File: src/rtl/enc_pkg.sv
// Shared definitions for the quadrature encoder emulator: default clock and
// resolution, the step-constant derivation and the quadrature state type.
package enc_pkg;

  localparam int unsigned CLK_HZ_DEF = 50_000_000;
  localparam int unsigned CPR_DEF    = 250;

  // Largest value rpm_in can carry; the step constant must exceed it so
  // that at most one quadrature step is produced per clock.
  localparam int unsigned RPM_MAX = 32767;

  // State encoding is {A,B}, so the outputs are the state bits themselves.
  typedef enum logic [1:0] {
    Q00 = 2'b00,
    Q10 = 2'b10,
    Q11 = 2'b11,
    Q01 = 2'b01
  } quad_state_e;

  // Accumulator threshold: clock cycles per minute divided by edges per rev.
  function automatic longint unsigned enc_k(input longint unsigned clk_hz,
                                            input longint unsigned cpr);
    return (clk_hz * 64'd60) / (64'd4 * cpr);
  endfunction

  // True when the threshold divides exactly (fractional K is not supported).
  function automatic bit enc_k_exact(input longint unsigned clk_hz,
                                     input longint unsigned cpr);
    return ((clk_hz * 64'd60) % (64'd4 * cpr)) == 64'd0;
  endfunction

endpackage

File: src/rtl/quad_fsm.sv
// Quadrature sequencer: advances one state per step in the commanded
// direction, registers A/B, flags A rising edges, and reports the signed
// position change caused by the current step. The current state is an
// output so checkers can observe the FSM directly.
module quad_fsm
  import enc_pkg::*;
(
  input  logic              clk,
  input  logic              rst_n,
  input  logic              step,
  input  logic              dir,
  output logic              a,
  output logic              b,
  output logic              tick,
  output logic signed [1:0] delta,
  output quad_state_e       state
);

  quad_state_e state_nxt;
  logic        tick_nxt;

  // State register and registered A-rise flag.
  always_ff @(posedge clk or negedge rst_n) begin
    if (!rst_n) begin
      state <= Q00;
      tick  <= 1'b0;
    end else begin
      state <= state_nxt;
      tick  <= tick_nxt;
    end
  end

  // Next state, A-rise detection and position delta for this cycle's step.
  always_comb begin
    state_nxt = state;
    delta     = 2'sd0;
    if (step) begin
      delta = dir ? 2'sd1 : -2'sd1;
      case (state)
        Q00:     state_nxt = dir ? Q10 : Q01;
        Q10:     state_nxt = dir ? Q11 : Q00;
        Q11:     state_nxt = dir ? Q01 : Q10;
        Q01:     state_nxt = dir ? Q00 : Q11;
        default: state_nxt = Q00;
      endcase
    end
    tick_nxt = state_nxt[1] & ~state[1];
  end

  assign a = state[1];
  assign b = state[0];

endmodule

File: src/rtl/encoder_emulator.sv
// Quadrature encoder emulator. A phase accumulator adds the commanded RPM
// every clock and emits one quadrature step each time it crosses
// K = CLK_HZ*60/(4*CPR); quad_fsm turns steps into A/B, tick and position.
//
// load is a one-cycle strobe with no ready: the block accepts it in any
// cycle and the captured values take effect from the following cycle.
//
// Optional feature: define ENC_INDEX_EN to add the enc_z index output,
// driven from a per-revolution A-cycle counter.
module encoder_emulator
  import enc_pkg::*;
#(
  parameter int unsigned CLK_HZ = CLK_HZ_DEF,
  parameter int unsigned CPR    = CPR_DEF,
  parameter int unsigned ACC_W  = 23
) (
  input  logic               clk,
  input  logic               rst_n,
  input  logic [14:0]        rpm_in,
  input  logic               dir_in,
  input  logic               load,
  output logic               enc_a,
  output logic               enc_b,
  output logic               tick,
  output logic signed [15:0] position,
  output logic               running
`ifdef ENC_INDEX_EN
  ,
  output logic               enc_z
`endif
);

  localparam longint unsigned K_L = enc_k(64'(CLK_HZ), 64'(CPR));
  localparam int unsigned     SW  = ACC_W + 1;
  localparam logic [SW-1:0]   K   = SW'(K_L);

  if (!enc_k_exact(64'(CLK_HZ), 64'(CPR))) begin : g_k_not_integer
    $error("encoder_emulator: CLK_HZ*60/(4*CPR) is not an integer");
  end
  if (K_L <= 64'(RPM_MAX)) begin : g_k_too_small
    $error("encoder_emulator: K must exceed 32767 to keep one step per cycle");
  end
  if (K_L >= (64'd1 << ACC_W)) begin : g_acc_too_narrow
    $error("encoder_emulator: ACC_W too narrow to hold K");
  end

  logic [ACC_W-1:0]   acc;
  logic [14:0]        rpm_q;
  logic               dir_q;
  logic [SW-1:0]      sum;
  logic               step;
  logic signed [1:0]  delta;
  quad_state_e        q_state;

  // Capture the speed/direction command on load.
  always_ff @(posedge clk or negedge rst_n) begin
    if (!rst_n) begin
      rpm_q <= '0;
      dir_q <= 1'b1;
    end else if (load) begin
      rpm_q <= rpm_in;
      dir_q <= dir_in;
    end
  end

  // Accumulator overflow test; uses the command already held this cycle.
  always_comb begin
    sum  = SW'(acc) + SW'(rpm_q);
    step = (rpm_q != '0) && (sum >= K);
  end

  // Phase accumulator: wraps by K on each step, frozen while speed is zero.
  always_ff @(posedge clk or negedge rst_n) begin
    if (!rst_n) begin
      acc <= '0;
    end else if (rpm_q != '0) begin
      acc <= step ? ACC_W'(sum - K) : ACC_W'(sum);
    end
  end

  quad_fsm u_quad_fsm (
    .clk   (clk),
    .rst_n (rst_n),
    .step  (step),
    .dir   (dir_q),
    .a     (enc_a),
    .b     (enc_b),
    .tick  (tick),
    .delta (delta),
    .state (q_state)
  );

  // Signed edge counter, wrapping modulo 2^16, updated with the A/B change.
  always_ff @(posedge clk or negedge rst_n) begin
    if (!rst_n) begin
      position <= '0;
    end else begin
      position <= position + {{14{delta[1]}}, delta};
    end
  end

  assign running = (rpm_q != '0);

  // The quadrature state may only move in a cycle that carried a step.
  a_state_moves_on_step : assert property (
    @(posedge clk) disable iff (!rst_n) !step |=> $stable(q_state)
  );

`ifdef ENC_INDEX_EN
  localparam int unsigned RW = (CPR > 1) ? $clog2(CPR) : 1;

  logic [RW-1:0] rev_cnt;
  logic [RW-1:0] rev_nxt;
  logic          at_q00_nxt;

  // A-cycle counter: forward counts on Q01->Q00, reverse on Q00->Q01.
  always_comb begin
    rev_nxt    = rev_cnt;
    at_q00_nxt = (q_state == Q00);
    if (step) begin
      if (dir_q) begin
        at_q00_nxt = (q_state == Q01);
        if (q_state == Q01) begin
          rev_nxt = (rev_cnt == RW'(CPR - 1)) ? '0 : rev_cnt + RW'(1);
        end
      end else begin
        at_q00_nxt = (q_state == Q10);
        if (q_state == Q00) begin
          rev_nxt = (rev_cnt == '0) ? RW'(CPR - 1) : rev_cnt - RW'(1);
        end
      end
    end
  end

  // Index pulse registered alongside A/B: high in Q00 of A-cycle zero.
  always_ff @(posedge clk or negedge rst_n) begin
    if (!rst_n) begin
      rev_cnt <= '0;
      enc_z   <= 1'b0;
    end else begin
      rev_cnt <= rev_nxt;
      enc_z   <= at_q00_nxt && (rev_nxt == '0);
    end
  end
`endif

endmodule
File: config.mk
export PLATFORM = sky130hd
export DESIGN_NAME = encoder_emulator
export DESIGN_NICKNAME = d
export VERILOG_FILES = /design/src/rtl/enc_pkg.sv /design/src/rtl/quad_fsm.sv /design/src/rtl/encoder_emulator.sv
export SDC_FILE = /design/constraint.sdc
export NUM_CORES = 1
export LEC_CHECK = 0
export ABC_AREA = 0
export BUFFER_PORTS_ARGS = -buffer_cell sky130_fd_sc_hd__buf_2
export CAP_MARGIN = 5
export CORE_ASPECT_RATIO = 0.6
export CORE_MARGIN = 2
export CORE_UTILIZATION = 40
export DETAILED_ROUTE_END_ITERATION = 6
export PLACE_DENSITY = 0.53
export SLEW_MARGIN = 20
export SYNTH_ARGS = -nofsm -noshare
export SYNTH_HDL_FRONTEND = slang
export SYNTH_HIERARCHICAL = 1
export SYNTH_SLANG_ARGS = --single-unit
File: constraint.sdc
create_clock -name clk -period 15.4 [get_ports clk]
set_input_delay 1.54 -clock clk [delete_from_list [all_inputs] [get_ports clk]]
set_output_delay 1.54 -clock clk [all_outputs]
set_load 0.005 [all_outputs]
Word level (Yosys, flattened, before mapping). Cells that the tools add are included.

Bits in registers: 58. Input port bits: 19. Word-level logic and storage cells: 28. Output and inout port bits: 20.

Multiplexer cells: 9. $add $sub $neg: 3. Equality and inequality tests: 3. Reductions and logical operators: 3. Order comparisons: 1. Bitwise operators: 2.

Operators with widths (count): 23-bit by 15-bit adder with 24-bit output (1); 24-bit by 22-bit greater-or-equal comparator with 1-bit output (second input constant) (1); 23-bit two-way mux (1); 23-bit by 22-bit subtractor with 23-bit output (second input constant) (1); 16-bit adder (1); 15-bit nonzero test (1); 2-bit two-way mux (7); 2-bit case mux with 4 select lines (1); 2-bit equality test (second input constant) (2); 2-bit by 1-bit equality test with 1-bit output (second input constant) (1); 2-bit zero test (1); 1-bit bitwise AND (1); 1-bit logical AND (1); 1-bit NOT (1).

Logic depth before layout (Yosys ltp).
Depth after elaboration: 5. Gate-level depth with buffers: 27. Depth with buffers taken out: 26.

By module. The synthesis kept the hierarchy.

Modules (own cells, without submodules): encoder_emulator (area an instance 4241.6 um^2, cells an instance 470, times used 1, sequential area each 1377.6 um^2); quad_fsm (area an instance 155.1 um^2, cells an instance 13, times used 1, sequential area each 75.1 um^2).

Least setup slack after synthesis. No wires, ideal clock.

Path type: reg-to-reg. Start: register rpm_q[0]. End: register position[14]. Setup time: 0.069 ns. Period minus slack after synthesis: 5.635 ns. Path slack: 9.765 ns. Data arrival time: 5.566 ns. Required time: 15.331 ns. Path buffers: 1. Cell stages (with the launch flop): 26. Cells stage by stage: dfrtp_1 -> ha_1 -> inv_1 -> fa_1 -> nand2b_1 -> a21oi_2 -> o2111ai_1 -> and3_4 -> or4_1 -> mux2_2 -> nor2b_2 -> buf_4 -> a21o_2 -> nor2_1 -> and2b_2 -> ha_1 -> nor2b_1 -> o21ai_0 -> a21boi_0 -> o21ai_0 -> a21boi_0 -> o21ai_0 -> a21o_1 -> a31oi_1 -> or4b_2 -> nand3_1.

Longest elaborated chain between the ends: 5. Elaborated cells between the ends (all ways): 6. Those cells by class: 2 x add/sub; 1 x order compare; 1 x mux; 2 x reduce/logical.

RTL lines: from (decl) (line encoder_emulator.sv:48) `logic [14:0] rpm_q;`; from (signal assigned) (line encoder_emulator.sv:61) `rpm_q <= rpm_in;`; 23-bit by 15-bit adder with 24-bit output (line encoder_emulator.sv:68) `sum = SW'(acc) + SW'(rpm_q);`; 24-bit by 22-bit greater-or-equal comparator with 1-bit output (line encoder_emulator.sv:69) `step = (rpm_q != '0) && (sum >= K);`; 1-bit logical AND (*) (line encoder_emulator.sv:69); named net step (line encoder_emulator.sv:51) `logic step;`; 2-bit two-way mux (*) (line quad_fsm.sv:37) `if (step) begin`; named net delta[1] (line encoder_emulator.sv:52) `logic signed [1:0] delta;`; 16-bit adder (*) (line encoder_emulator.sv:98) `position <= position + {{14{delta[1]}}, delta};`; to (signal assigned) (line encoder_emulator.sv:98); to (decl) (line encoder_emulator.sv:25) `output logic signed [15:0] position,`.

The timed path passes the listed nets; every way through them passes the cells marked *. A chain may end at the register's enable or synchronous reset.

Worst setup path in the final report. Same ends and word-level chain as after synthesis.

==> run metrics <==
post_cts resized=0; Worst Setup SP=rpm_q[0]$_DFFE_PN0P_; status=complete, no violations; clk sinks=58; first-pass GRT wire length=between 15000 and 20000 µm; dpl cell area=0.004696 mm²; max cap viols=0; Power Dens Cells=201.9 mW/mm²; Hold Crit Start=acc[6]$_DFFE_PN0P_; Clock Skew=about 5.3 ps; worst slew pin tran=863.4 ps; power share of the combinational group=about 57%; worst skew pair latency=330 ps; Crit Path Max Fanout=16; Post-Syn Nets=533; Routability Congestion=0.9207; fin util=46.97%; Core Box Area=0.01063 mm²; CP max stage delay=650 ps; WL final=11290 µm; filler cell count in the final layout=1030; hpwl dp=8656 µm; Starting Density=between 40% and 50%; Die Ht=85.07 µm; root buf cell=clkbuf_16; largest net degree at the start of global routing=59; Final Slew Violations=0; internal power=0.5400 mW; commonest non-fill, non-tap cell in the layout=dfrtp_1; Clock power frac=19.9%; maximum clock rate=0.1514 GHz; CP max-delay cell=or4b_2; WP data arrival=6870 ps; Vias/cell=approximately 5.6; Final min period=6604 ps; Flop pwr share=23.0%; Mean Syn Cell Area=9.110 µm²; drt pass-1 iters=4; switching part of the total=between 40% and 50%; post-DR wirelength/cell=roughly 17 µm; Row Count=29; IO Pins=39; drt initial violations=394; cell mode on critical path=o21ai_0; sum of negative setup slack=0 ps; Synth-to-Final Area Change=13.96%; Critical Path RT=15670 ps; RSZ-0062 raised after global routing=false; Final ANT Viol Nets=0; gr usage total=between 10% and 20%; register area=0.001453 mm²; Worst setup SP type=flip-flop; Final nets=570; Crit Path Class=reg -> reg; Peak VDD IR=0.07270 mV; die width=139.1 µm; share of cells above drive strength 1=around 19%; Leakage Power=2.295 nW; nature of the critical path endpoint=flip-flop; hold_buf cts=0; relative slew slack=42.19%; CTS tree=yes; R2R Setup Slk=8800 ps; H-tree level count=3; Post-route DRC=0; post-route cell area=0.004994 mm²; PortBufs=38; RR Startpoint=rpm_q[0]$_DFFE_PN0P_; total global routing overflow=0; initial antenna violation count=0; Final Total Pwr=~1.0 mW; most frequent cells in the layout=dfrtp_1 (57), nand2_1 (45), buf_2 (38); Post CTS Setup Buffer Count=0; vias in the first global route=3431; Clk pin slew, worst setup/hold paths=60 ps; Multi-input gate area=0.002789 mm²; total CTS buffers=9; Final Hold Fails=0; Syn Inst Count=481; period utilization=between 40% and 50%; detailed-route via count=3740; Final setup viols=0; Ys Warns=6; Post-Syn Area=approximately 0.0044 mm²; type of the most critical hold path=reg -> reg; Die Area=0.01183 mm²; Switch Pwr=0.4680 mW; maximum clock path buffer count=2; CP cell instances=ha_1 -> inv_1 -> fa_1 -> nand2b_1 -> a21oi_2 -> o21ai_0 -> o211ai_1 -> o21ai_0 -> o2111ai_1 -> o211ai_1 -> a21o_2 -> nor2_1 -> and2b_2 -> ha_1 -> nor2b_1 -> o21ai_0 -> a21boi_0 -> o21ai_0 -> a21boi_0 -> o21ai_0 -> a21o_1 -> a31oi_1 -> or4b_2 -> nand3_1
==> sequential cells by signal, summed over array words and instances, names as in the netlist <==
register          cells
acc                  23
dir_q                 1
rpm_q                15
position             16
u_quad_fsm/tick       1
u_quad_fsm/state      2
==> power groups by stage <==
stage	logic, mW	registers (mW)	clock network [mW]
floorplan	0.445	0.220	0
global placement	0.572	0.232	0
detailed placement	0.561	0.233	0
CTS	0.564	0.232	0.206
global route	0.635	0.238	0.214
finish	0.575	0.232	0.201
==> area by class of cell <==
type | instances | share of cell area, %
multi-input combinational | 389 | 55.85
inverter | 20 | 1.503
antenna | 1 | 0.05011
tap | 139 | 3.483
sequential | 58 | 29.09
clock buffer | 9 | 4.510
clock inverter | 7 | 1.403
timing repair buffer | 40 | 4.109
==> layer usage <==
| layer | vias up | GRT usage (%) | part of all wire [%] |
|---|---|---|---|
| met5 | - | 0 | 0 |
| met4 | 0 | 3.581 | 0.58 |
| met2 | 125 | 24.63 | 36 |
| met1 | 1747 | 32.02 | 55 |
| li1 | 1862 | - | - |
| met3 | 6 | 7.223 | 8.8 |
==> metrics by stage <==
stage          cells  hold WS (ps)  worst slack (ps)
5_1_grt          662         515.5              8223
6_report         663         488.5              8796
3_5_place_dp     646         479.2              8885
3_3_place_gp     646         463.9              9038
2_1_floorplan    481         445.3              9765
4_1_cts          662         492.3              8829
==> critical path, delay by kind of cell (launching register included) <==
kind	cells	cell delay [ps]
compound gates	14	3260
simple gates	6	1930
fa+ha+maj	3	920
flops	1	370
buf+inv	1	60
==> path summary, 6_finish.rpt <==
path                                           to  depth (start not counted)
min in group asynchronous   position[1]$_DFF_PN0_                          2
max in group asynchronous      acc[5]$_DFFE_PN0P_                          2
hold reg to reg                acc[6]$_DFFE_PN0P_                          2
setup reg to reg           position[14]$_DFF_PN0_                         24
hold / removal                 acc[6]$_DFFE_PN0P_                          2
setup / recovery           position[14]$_DFF_PN0_                         24
Power figures use the tool's default switching activity.
